### config.mk
export PLATFORM = sky130hd
export DESIGN_NAME = button_event_arbiter
export DESIGN_NICKNAME = d
export VERILOG_FILES = /design/src/rtl/button_event_arbiter.sv
export SDC_FILE = /design/constraint.sdc
export NUM_CORES = 1
export LEC_CHECK = 0
export BUFFER_PORTS_ARGS = -buffer_cell sky130_fd_sc_hd__buf_2
export CORE_MARGIN = 3
export CORE_UTILIZATION = 34
export CTS_CLUSTER_SIZE = 12
export DETAILED_ROUTE_END_ITERATION = 8
export SLEW_MARGIN = 20
export SYNTH_ARGS = -nofsm -noshare
export SYNTH_HDL_FRONTEND = slang
export SYNTH_SLANG_ARGS = --single-unit
### constraint.sdc
create_clock -name clk -period 4.76 [get_ports clk]
set_input_delay 0.238 -clock clk [delete_from_list [all_inputs] [get_ports clk]]
set_output_delay 0.238 -clock clk [all_outputs]
set_load 0.03 [all_outputs]
### src/rtl/button_event_arbiter.sv
// button_event_arbiter
// Latches one-cycle press pulses from N button front-ends as pending
// requests and grants them round-robin onto one valid/ready event channel.
// After each accepted event the block inserts a GAP-cycle hold-off.
// Optional feature macro: BTN_ARB_DROPCNT_EN adds a saturating 8-bit
// count of lost presses on the drop_cnt port.
module button_event_arbiter #(
   parameter int N   = 4,
   parameter int IDW = 2,
   parameter int GAP = 2
) (
   input  logic           clk,
   input  logic           rst,
   input  logic [N-1:0]   btn_pulse,
   input  logic           evt_ready,
   input  logic           ovf_clr,
   output logic           evt_valid,
   output logic [IDW-1:0] evt_id,
   output logic           busy,
   output logic           overflow
`ifdef BTN_ARB_DROPCNT_EN
   ,
   output logic [7:0]     drop_cnt
`endif
);

   typedef enum logic [1:0] {
      ST_IDLE    = 2'd0,
      ST_OFFER   = 2'd1,
      ST_HOLDOFF = 2'd2
   } state_t;

   localparam logic       HAS_GAP  = (GAP > 0);
   localparam logic [7:0] GAP_LAST = (GAP > 0) ? 8'(GAP - 1) : 8'd0;

   state_t         state_r;
   logic [N-1:0]   pend_r;
   logic [IDW-1:0] rr_ptr_r;
   logic [7:0]     gap_cnt_r;
   logic           evt_valid_r;
   logic [IDW-1:0] evt_id_r;
   logic           busy_r;
   logic           overflow_r;

   logic           accept_s;
   logic [N-1:0]   acc_mask_s;
   logic [N-1:0]   drop_mask_s;
   logic [N-1:0]   pend_nxt_s;
   logic           drop_any_s;
   logic           grant_found_s;
   logic [IDW-1:0] grant_id_s;
   logic [IDW:0]   cand_s;
   logic [IDW-1:0] rr_nxt_s;

   // evt_valid_r is only ever high in OFFER, so it doubles as the state qualifier
   assign accept_s    = evt_valid_r & evt_ready;
   assign drop_mask_s = btn_pulse & pend_r & ~acc_mask_s;
   // A pulse on the index being accepted re-arms it (set wins over clear)
   assign pend_nxt_s  = (pend_r & ~acc_mask_s) | btn_pulse;
   assign drop_any_s  = |drop_mask_s;

   // One-hot mask of the request being retired this cycle
   always_comb begin
      acc_mask_s = {N{1'b0}};
      if (accept_s) begin
         acc_mask_s[evt_id_r] = 1'b1;
      end else begin
         acc_mask_s = {N{1'b0}};
      end
   end

   // Round-robin search upward from rr_ptr with wrap; lowest distance wins,
   // so iterate from the farthest candidate and let nearer ones overwrite
   always_comb begin
      grant_found_s = 1'b0;
      grant_id_s    = {IDW{1'b0}};
      cand_s        = {(IDW+1){1'b0}};
      for (int k = N - 1; k >= 0; k--) begin
         cand_s = {1'b0, rr_ptr_r} + (IDW+1)'(k);
         if (cand_s >= (IDW+1)'(N)) begin
            cand_s = cand_s - (IDW+1)'(N);
         end else begin
            cand_s = cand_s;
         end
         if (pend_r[cand_s[IDW-1:0]]) begin
            grant_found_s = 1'b1;
            grant_id_s    = cand_s[IDW-1:0];
         end else begin
            grant_found_s = grant_found_s;
            grant_id_s    = grant_id_s;
         end
      end
   end

   // Pointer moves to the index just after the accepted grant, modulo N
   always_comb begin
      if (evt_id_r == IDW'(N - 1)) begin
         rr_nxt_s = {IDW{1'b0}};
      end else begin
         rr_nxt_s = evt_id_r + IDW'(1);
      end
   end

`ifdef BTN_ARB_DROPCNT_EN
   logic [7:0] drop_cnt_r;
   logic [7:0] drop_base_s;
   logic [8:0] drop_sum_s;
   logic [7:0] drop_cnt_nxt_s;

   function automatic logic [3:0] popcount(input logic [N-1:0] v);
      logic [3:0] c;
      c = 4'd0;
      for (int i = 0; i < N; i++) begin
         c = c + {3'd0, v[i]};
      end
      return c;
   endfunction

   // Clear and drops in the same cycle: the clear zeroes the base, drops still add
   always_comb begin
      if (ovf_clr) begin
         drop_base_s = 8'd0;
      end else begin
         drop_base_s = drop_cnt_r;
      end
      drop_sum_s = {1'b0, drop_base_s} + {5'd0, popcount(drop_mask_s)};
      if (drop_sum_s[8]) begin
         drop_cnt_nxt_s = 8'd255;
      end else begin
         drop_cnt_nxt_s = drop_sum_s[7:0];
      end
   end

   // Saturating lost-press counter
   always_ff @(posedge clk) begin
      if (rst) begin
         drop_cnt_r <= 8'd0;
      end else begin
         drop_cnt_r <= drop_cnt_nxt_s;
      end
   end

   assign drop_cnt = drop_cnt_r;
`endif

   // Arbiter FSM with pending set, sticky overflow and registered outputs
   always_ff @(posedge clk) begin
      if (rst) begin
         state_r     <= ST_IDLE;
         pend_r      <= {N{1'b0}};
         rr_ptr_r    <= {IDW{1'b0}};
         gap_cnt_r   <= 8'd0;
         evt_valid_r <= 1'b0;
         evt_id_r    <= {IDW{1'b0}};
         busy_r      <= 1'b0;
         overflow_r  <= 1'b0;
      end else begin
         pend_r <= pend_nxt_s;
         if (drop_any_s) begin
            overflow_r <= 1'b1;
         end else if (ovf_clr) begin
            overflow_r <= 1'b0;
         end else begin
            overflow_r <= overflow_r;
         end
         case (state_r)
            ST_IDLE: begin
               if (grant_found_s) begin
                  evt_id_r    <= grant_id_s;
                  evt_valid_r <= 1'b1;
                  busy_r      <= 1'b1;
                  state_r     <= ST_OFFER;
               end else begin
                  state_r <= ST_IDLE;
               end
            end
            ST_OFFER: begin
               if (accept_s) begin
                  evt_valid_r <= 1'b0;
                  rr_ptr_r    <= rr_nxt_s;
                  if (HAS_GAP) begin
                     gap_cnt_r <= GAP_LAST;
                     busy_r    <= 1'b1;
                     state_r   <= ST_HOLDOFF;
                  end else begin
                     busy_r  <= 1'b0;
                     state_r <= ST_IDLE;
                  end
               end else begin
                  state_r <= ST_OFFER;
               end
            end
            ST_HOLDOFF: begin
               if (gap_cnt_r == 8'd0) begin
                  busy_r  <= 1'b0;
                  state_r <= ST_IDLE;
               end else begin
                  gap_cnt_r <= gap_cnt_r - 8'd1;
               end
            end
            default: begin
               state_r     <= ST_IDLE;
               evt_valid_r <= 1'b0;
               busy_r      <= 1'b0;
            end
         endcase
      end
   end

   assign evt_valid = evt_valid_r;
   assign evt_id    = evt_id_r;
   assign busy      = busy_r;
   assign overflow  = overflow_r;

endmodule

## Yosys cells after proc, flatten, opt, wreduce, memory -nomap -nowiden

Index checks and enable logic that the tools add are counted.

| storage, ports and cells | value |
|---|---|
| word-level logic and storage cells | 91 |
| register bits | 21 |
| input bits | 8 |

| cells by class | value |
|---|---|
| add/sub/neg operators | 9 |
| mux-type cells | 39 |
| order comparisons | 10 |
| equal/unequal tests | 7 |
| reduce and logical (&&, ||, !) cells | 11 |
| bitwise operators | 7 |

Operators with widths:

| cell | number |
|---|---|
| $mux 2 | 11 |
| $mux 1 | 16 |
| $mux 8 | 2 |
| $pmux 8 s2 | 1 |
| $lt 2x3->1 const B | 5 |
| $and 4x4->4 | 3 |
| $ge 3x3->1 const B | 3 |
| $reduce_and 3->1 | 3 |
| $bmux 1 s2 | 4 |
| $logic_not 8->1 | 1 |
| $ne 2x2->1 const B | 4 |
| $sub 2x1->2 const B | 4 |
| $sub 8x1->8 const B | 1 |
| $add 2x2->3 const B | 2 |
| $pmux 1 s3 | 2 |
| $pmux 2 s3 | 1 |
| $eq 2x2->1 const B | 2 |
| $mux 4 | 1 |
| $not 4->4 | 1 |
| $or 4x4->4 | 1 |
| $reduce_and 2->1 | 2 |
| $reduce_bool 2->1 | 2 |
| $reduce_or 4->1 | 1 |
| $add 2x1->3 const B | 1 |
| 9 further kinds | 9 |

## Depth between registers and ports, before layout

| depth | value |
|---|---|
| depth in word-level cells | 11 |
| gate-level depth with buffers | 6 |
| mapped depth without buffers | 6 |

## Least setup slack after synthesis

Ideal clock, no wire load.

| path | value |
|---|---|
| path kind | reg-to-reg |
| from | register gap_cnt_r[0] |
| to | register gap_cnt_r[0] |
| cell stages (with the launch flop) | 7 |
| buffers on the path | 0 |
| clock period less this slack | 1.550 ns |
| arrival time | 1.421 ns |
| setup slack | 3.210 ns |
| path through | dfxtp_1 > inv_1 > ha_1 > or3b_2 > o21ai_2 > and3_1 > a211oi_1 |

| between the ends | value |
|---|---|
| cells in the longest elaborated chain, start to end | 3 |
| elaborated cells on any way between the ends | 6 |

Ends and longest elaborated chain:

| element | RTL line | RTL |
|---|---|---|
| from (decl) | 39 | `logic [7:0] gap_cnt_r;` |
| from (signal assigned) | 198 | `gap_cnt_r <= gap_cnt_r - 8'd1;` |
| $sub 8x1->8 / $logic_not 8->1 (equally long branches) | 198, 194 |  |
| $mux 8 / $ne 2x2->1 (equally long branches) | - |  |
| $pmux 8 s2 / $reduce_and 3->1 (equally long branches) | - |  |

Parallel ways exist; a longest one is shown, timed or not. The select of a mux whose other input is x is not followed.
A chain may end at the register's enable or synchronous reset.

## Final worst setup path

Same ends and word-level chain as after synthesis.

==> flow_summary.html <==
<table>
<tr><th>Metric</th><th>Value</th></tr>
<tr><th colspan="2">Logic synthesis</th></tr>
<tr><td>Distinct cells, synth</td><td>37</td></tr>
<tr><td>Predominant post-synthesis flop cell</td><td>sky130_fd_sc_hd__dfxtp_1</td></tr>
<tr><td>Number of standard cells after synthesis</td><td>128</td></tr>
<tr><td>Synthesized area per cell</td><td>8.426 sq um</td></tr>
<tr><td>Post-synth ARST share</td><td>0%</td></tr>
<tr><td>EDFF count, synth</td><td>0</td></tr>
<tr><td>Share of synthesized area occupied by flip-flops and latches</td><td>38.98%</td></tr>
<tr><td>Synthesized cell area</td><td>0.001079 sq mm</td></tr>
<tr><td>Share of the synthesized area in the top cell type</td><td>38.98%</td></tr>
<tr><td>Largest area contributor in the synthesized netlist</td><td>sky130_fd_sc_hd__dfxtp_1</td></tr>
<tr><td>Post-synthesis register bit count</td><td>21</td></tr>
<tr><td>Top cells by area, synth</td><td>sky130_fd_sc_hd__dfxtp_1 39%, sky130_fd_sc_hd__ha_1 7.0%, sky130_fd_sc_hd__a21oi_1 6.0%</td></tr>
<tr><td>Synthesis Warnings</td><td>0</td></tr>
<tr><td>Net count after synthesis</td><td>142</td></tr>
<tr><th colspan="2">Worst setup path</th></tr>
<tr><td>WS Path Type</td><td>reg -&gt; reg</td></tr>
<tr><td>Largest fanout on the critical path</td><td>6</td></tr>
<tr><td>Data required time of the worst path</td><td>4.95 ns</td></tr>
<tr><td>Critical Path End Type</td><td>register</td></tr>
<tr><td>Critical Path AT</td><td>1.90 ns</td></tr>
<tr><td>Startpoint type of the worst setup path</td><td>register</td></tr>
<tr><th colspan="2">STA</th></tr>
<tr><td>TNS Setup</td><td>0 ns</td></tr>
<tr><td>Endpoints failing hold</td><td>0</td></tr>
<tr><td>Worst slack on hold paths</td><td>0.1501 ns</td></tr>
<tr><td>Fraction of the cycle the final worst path needs</td><td>35.89%</td></tr>
<tr><td>Worst max-slew margin expressed relative to the limit</td><td>61.91%</td></tr>
<tr><td>Worst-case setup margin in the final layout</td><td>3.052 ns</td></tr>
<tr><td>Final number of max-transition violations</td><td>0</td></tr>
<tr><td>Measured slew at the worst slew-check pin</td><td>0.5662 ns</td></tr>
<tr><td>Time the worst path needs with I/O delays and setup</td><td>1.708 ns</td></tr>
<tr><td>Final setup skew</td><td>0.002405 ns</td></tr>
<tr><td>Setup repair after global routing missed its margin</td><td>false</td></tr>
<tr><td>Maximum achievable frequency</td><td>585.3 MHz</td></tr>
<tr><td>Count of final setup violators</td><td>0</td></tr>
<tr><th colspan="2">Final layout</th></tr>
<tr><td>Proportion of layout cells with a drive suffix above 1</td><td>12.95%</td></tr>
<tr><td>Most common library cell in the layout ignoring fill and taps</td><td>sky130_fd_sc_hd__dfxtp_1</td></tr>
<tr><td>Layout fillers</td><td>304</td></tr>
<tr><td>Most frequent cells in the layout</td><td>21 x sky130_fd_sc_hd__dfxtp_1, 15 x sky130_fd_sc_hd__nor2_1, 13 x sky130_fd_sc_hd__a21oi_1, 12 x sky130_fd_sc_hd__buf_2, 10 x sky130_fd_sc_hd__inv_1</td></tr>
<tr><td>Final net count</td><td>154</td></tr>
<tr><td>Antenna diode count</td><td>0</td></tr>
<tr><td>Synth-to-Final Area Change</td><td>11.14%</td></tr>
<tr><th colspan="2">Clock tree</th></tr>
<tr><td>Clock tree from TritonCTS</td><td>built</td></tr>
<tr><td>H-tree depth</td><td>1</td></tr>
<tr><td>Clock transition at the register clock pins on the worst setup and hold paths after CTS</td><td>0.12 ns</td></tr>
<tr><td>Post-cts repair resize count</td><td>0</td></tr>
<tr><td>Cts bufs inserted</td><td>3</td></tr>
<tr><td>Number of hold-repair buffers added at the cts stage</td><td>0</td></tr>
<tr><td>TritonCTS sink count</td><td>21</td></tr>
<tr><td>Clk_lat worst skew</td><td>0.30 ns</td></tr>
<tr><td>Post-CTS setup repair buffer count</td><td>0</td></tr>
<tr><td>Clk Tree Root Cell</td><td>sky130_fd_sc_hd__clkbuf_4</td></tr>
<tr><td>Max Root-Sink Buffers</td><td>2</td></tr>
<tr><th colspan="2">Power</th></tr>
<tr><td>Max VDD drop</td><td>0.1222 mV</td></tr>
<tr><td>Power per standard cell area</td><td>284.0 mW/mm^2</td></tr>
<tr><td>Leak pwr</td><td>0.0004964 uW</td></tr>
<tr><td>Pwr Total</td><td>340.5 uW</td></tr>
<tr><th colspan="2">Routing</th></tr>
<tr><td>Total via count after detailed routing</td><td>943</td></tr>
<tr><td>DRC errors left</td><td>0</td></tr>
<tr><td>Wirelength per Cell</td><td>12.30 um</td></tr>
<tr><td>First-pass iteration count of the detailed router</td><td>4</td></tr>
<tr><td>DRC violation total after the first TritonRoute iteration</td><td>36</td></tr>
<tr><td>Post-DR vias/cell</td><td>5.210</td></tr>
<tr><td>Routed Antenna Nets</td><td>0</td></tr>
<tr><td>Detailed-route wire length</td><td>2.227 mm</td></tr>
<tr><th colspan="2">Floorplanning</th></tr>
<tr><td>Chip height</td><td>62.32 um</td></tr>
<tr><td>Initial Util</td><td>37.49%</td></tr>
<tr><td>Core area</td><td>0.002877 sq mm</td></tr>
<tr><td>Number of top-level pins</td><td>13</td></tr>
<tr><td># rows</td><td>19</td></tr>
<tr><td>Die area</td><td>0.003884 sq mm</td></tr>
<tr><td>Die Width</td><td>62.32 um</td></tr>
<tr><th colspan="2">Placed design</th></tr>
<tr><td>Setup slack at placement</td><td>3.082 ns</td></tr>
<tr><td>Final weighted congestion in routability-driven placement</td><td>0.7754</td></tr>
<tr><td>Final HPWL DP</td><td>1.675 mm</td></tr>
<tr><td>Number of port buffers</td><td>12</td></tr>
<tr><th colspan="2">Min path</th></tr>
<tr><td>Classification of the worst-slack hold path</td><td>in -&gt; reg</td></tr>
<tr><th colspan="2">GRT</th></tr>
<tr><td>Vias in the first global route</td><td>853</td></tr>
<tr><td>Global-route wire length before repair</td><td>4.008 mm</td></tr>
<tr><td>Overflow left after global routing</td><td>0</td></tr>
<tr><td>Initial antenna violation count</td><td>0</td></tr>
<tr><td>Maximum number of pins on one net before global-route repair</td><td>19</td></tr>
<tr><td>GRT Overall Usage</td><td>12.60%</td></tr>
<tr><th colspan="2">Outcome</th></tr>
<tr><td>Run status</td><td>finished, final reports clean</td></tr>
<tr><th colspan="2">Run</th></tr>
<tr><td>Max-cap violations</td><td>0</td></tr>
</table>
==> cell type report <==
cell class / count / area (sq um) / area share [%]
repair buffers: 12 / 60.06 / 5.010
clock buffers: 4 / 26.28 / 2.192
well taps: 42 / 52.55 / 4.384
flip-flops and latches: 21 / 420.4 / 35.07
inverters: 10 / 37.54 / 3.132
multi-input cells: 92 / 601.8 / 50.21
==> registers in the layout, summed over array words and instances (netlist names) <==
name / count
gap_cnt_r: 8
pend_r: 4
evt_id: 2
rr_ptr_r: 2
state_r: 2
busy: 1
evt_valid: 1
overflow: 1
==> synth_stat cells, types with 2 or more instances <==
master and n:
sky130_fd_sc_hd__inv_1 10, sky130_fd_sc_hd__clkbuf_1 5, sky130_fd_sc_hd__xnor2_1 2, sky130_fd_sc_hd__nand3_1 8
sky130_fd_sc_hd__nand2_1 3, sky130_fd_sc_hd__nor2b_1 2, sky130_fd_sc_hd__or4_1 2, sky130_fd_sc_hd__a21oi_1 13
sky130_fd_sc_hd__nor2_1 15, sky130_fd_sc_hd__o41ai_1 2, sky130_fd_sc_hd__or3_1 4, sky130_fd_sc_hd__dfxtp_1 21
sky130_fd_sc_hd__nor4_1 2, sky130_fd_sc_hd__o21ai_0 4, sky130_fd_sc_hd__mux2i_1 3, sky130_fd_sc_hd__o221ai_1 2
sky130_fd_sc_hd__nand4b_1 2, sky130_fd_sc_hd__nor3_1 3, sky130_fd_sc_hd__ha_1 6, sky130_fd_sc_hd__a211oi_1 2
==> worst max-delay path, cell delays in order, from the launching register on <==
cell,delay [ns]
sky130_fd_sc_hd__dfxtp_1,0.35
sky130_fd_sc_hd__inv_1,0.09
sky130_fd_sc_hd__ha_1,0.20
sky130_fd_sc_hd__or3b_2,0.47
sky130_fd_sc_hd__o21ai_2,0.24
sky130_fd_sc_hd__and3_1,0.20
sky130_fd_sc_hd__a211oi_1,0.05
==> where the power goes <==
| group | internal (uW) | leakage (uW) | switching (uW) |
|---|---|---|---|
| Sequential | 185 | 0.000172 | 13.5 |
| Clock | 32.6 | 0.0000150 | 54.5 |
| Combinational | 21.9 | 0.000309 | 32.9 |
| Total | 240 | 0.000496 | 101 |
==> routing by layer <==
layer,wire length [um],vias to the layer above,GRT usage (%)
met5,0,-,0
met4,18,0,4.959
met3,128,2,3.243
met2,942,18,17.34
met1,1139,437,18.48
li1,-,486,-
==> kinds of logic (layout without fill, tap and decap cells) <==
kind of cell               after synthesis  after routing  share of synthesized area, %
muxes                                    3              3                         2.784
xor gates and xnor gates                 2              2                         1.624
AOI/OAI and AO/OA                       34             34                         20.77
and+or+nand+nor                         47             47                         23.67
DFF                                     21             21                         38.98
buffers and inverters                   15             26                         5.221
adders and majority gates                6              6                         6.960
==> per-stage QoR <==
stage	utilization, %	instance area (sq um)	cells
after detailed placement	40.76	1172	177
after global routing	41.67	1199	181
final	41.67	1199	181
after floorplan	-	1079	128
after global placement	40.76	1172	177
after CTS	41.67	1199	181
==> path summary, 6_finish.rpt <==
check,startpoint,to,slack [ns],cells after the start
setup reg to reg,gap_cnt_r[0]$_SDFFE_PP0P_,gap_cnt_r[0]$_SDFFE_PP0P_,3.05,6
setup / recovery,gap_cnt_r[0]$_SDFFE_PP0P_,gap_cnt_r[0]$_SDFFE_PP0P_,3.05,6
hold reg to reg,gap_cnt_r[0]$_SDFFE_PP0P_,gap_cnt_r[0]$_SDFFE_PP0P_,0.49,1
hold / removal,btn_pulse[0],pend_r[0]$_SDFF_PP0_,0.15,3
Power figures use the tool's default switching activity.
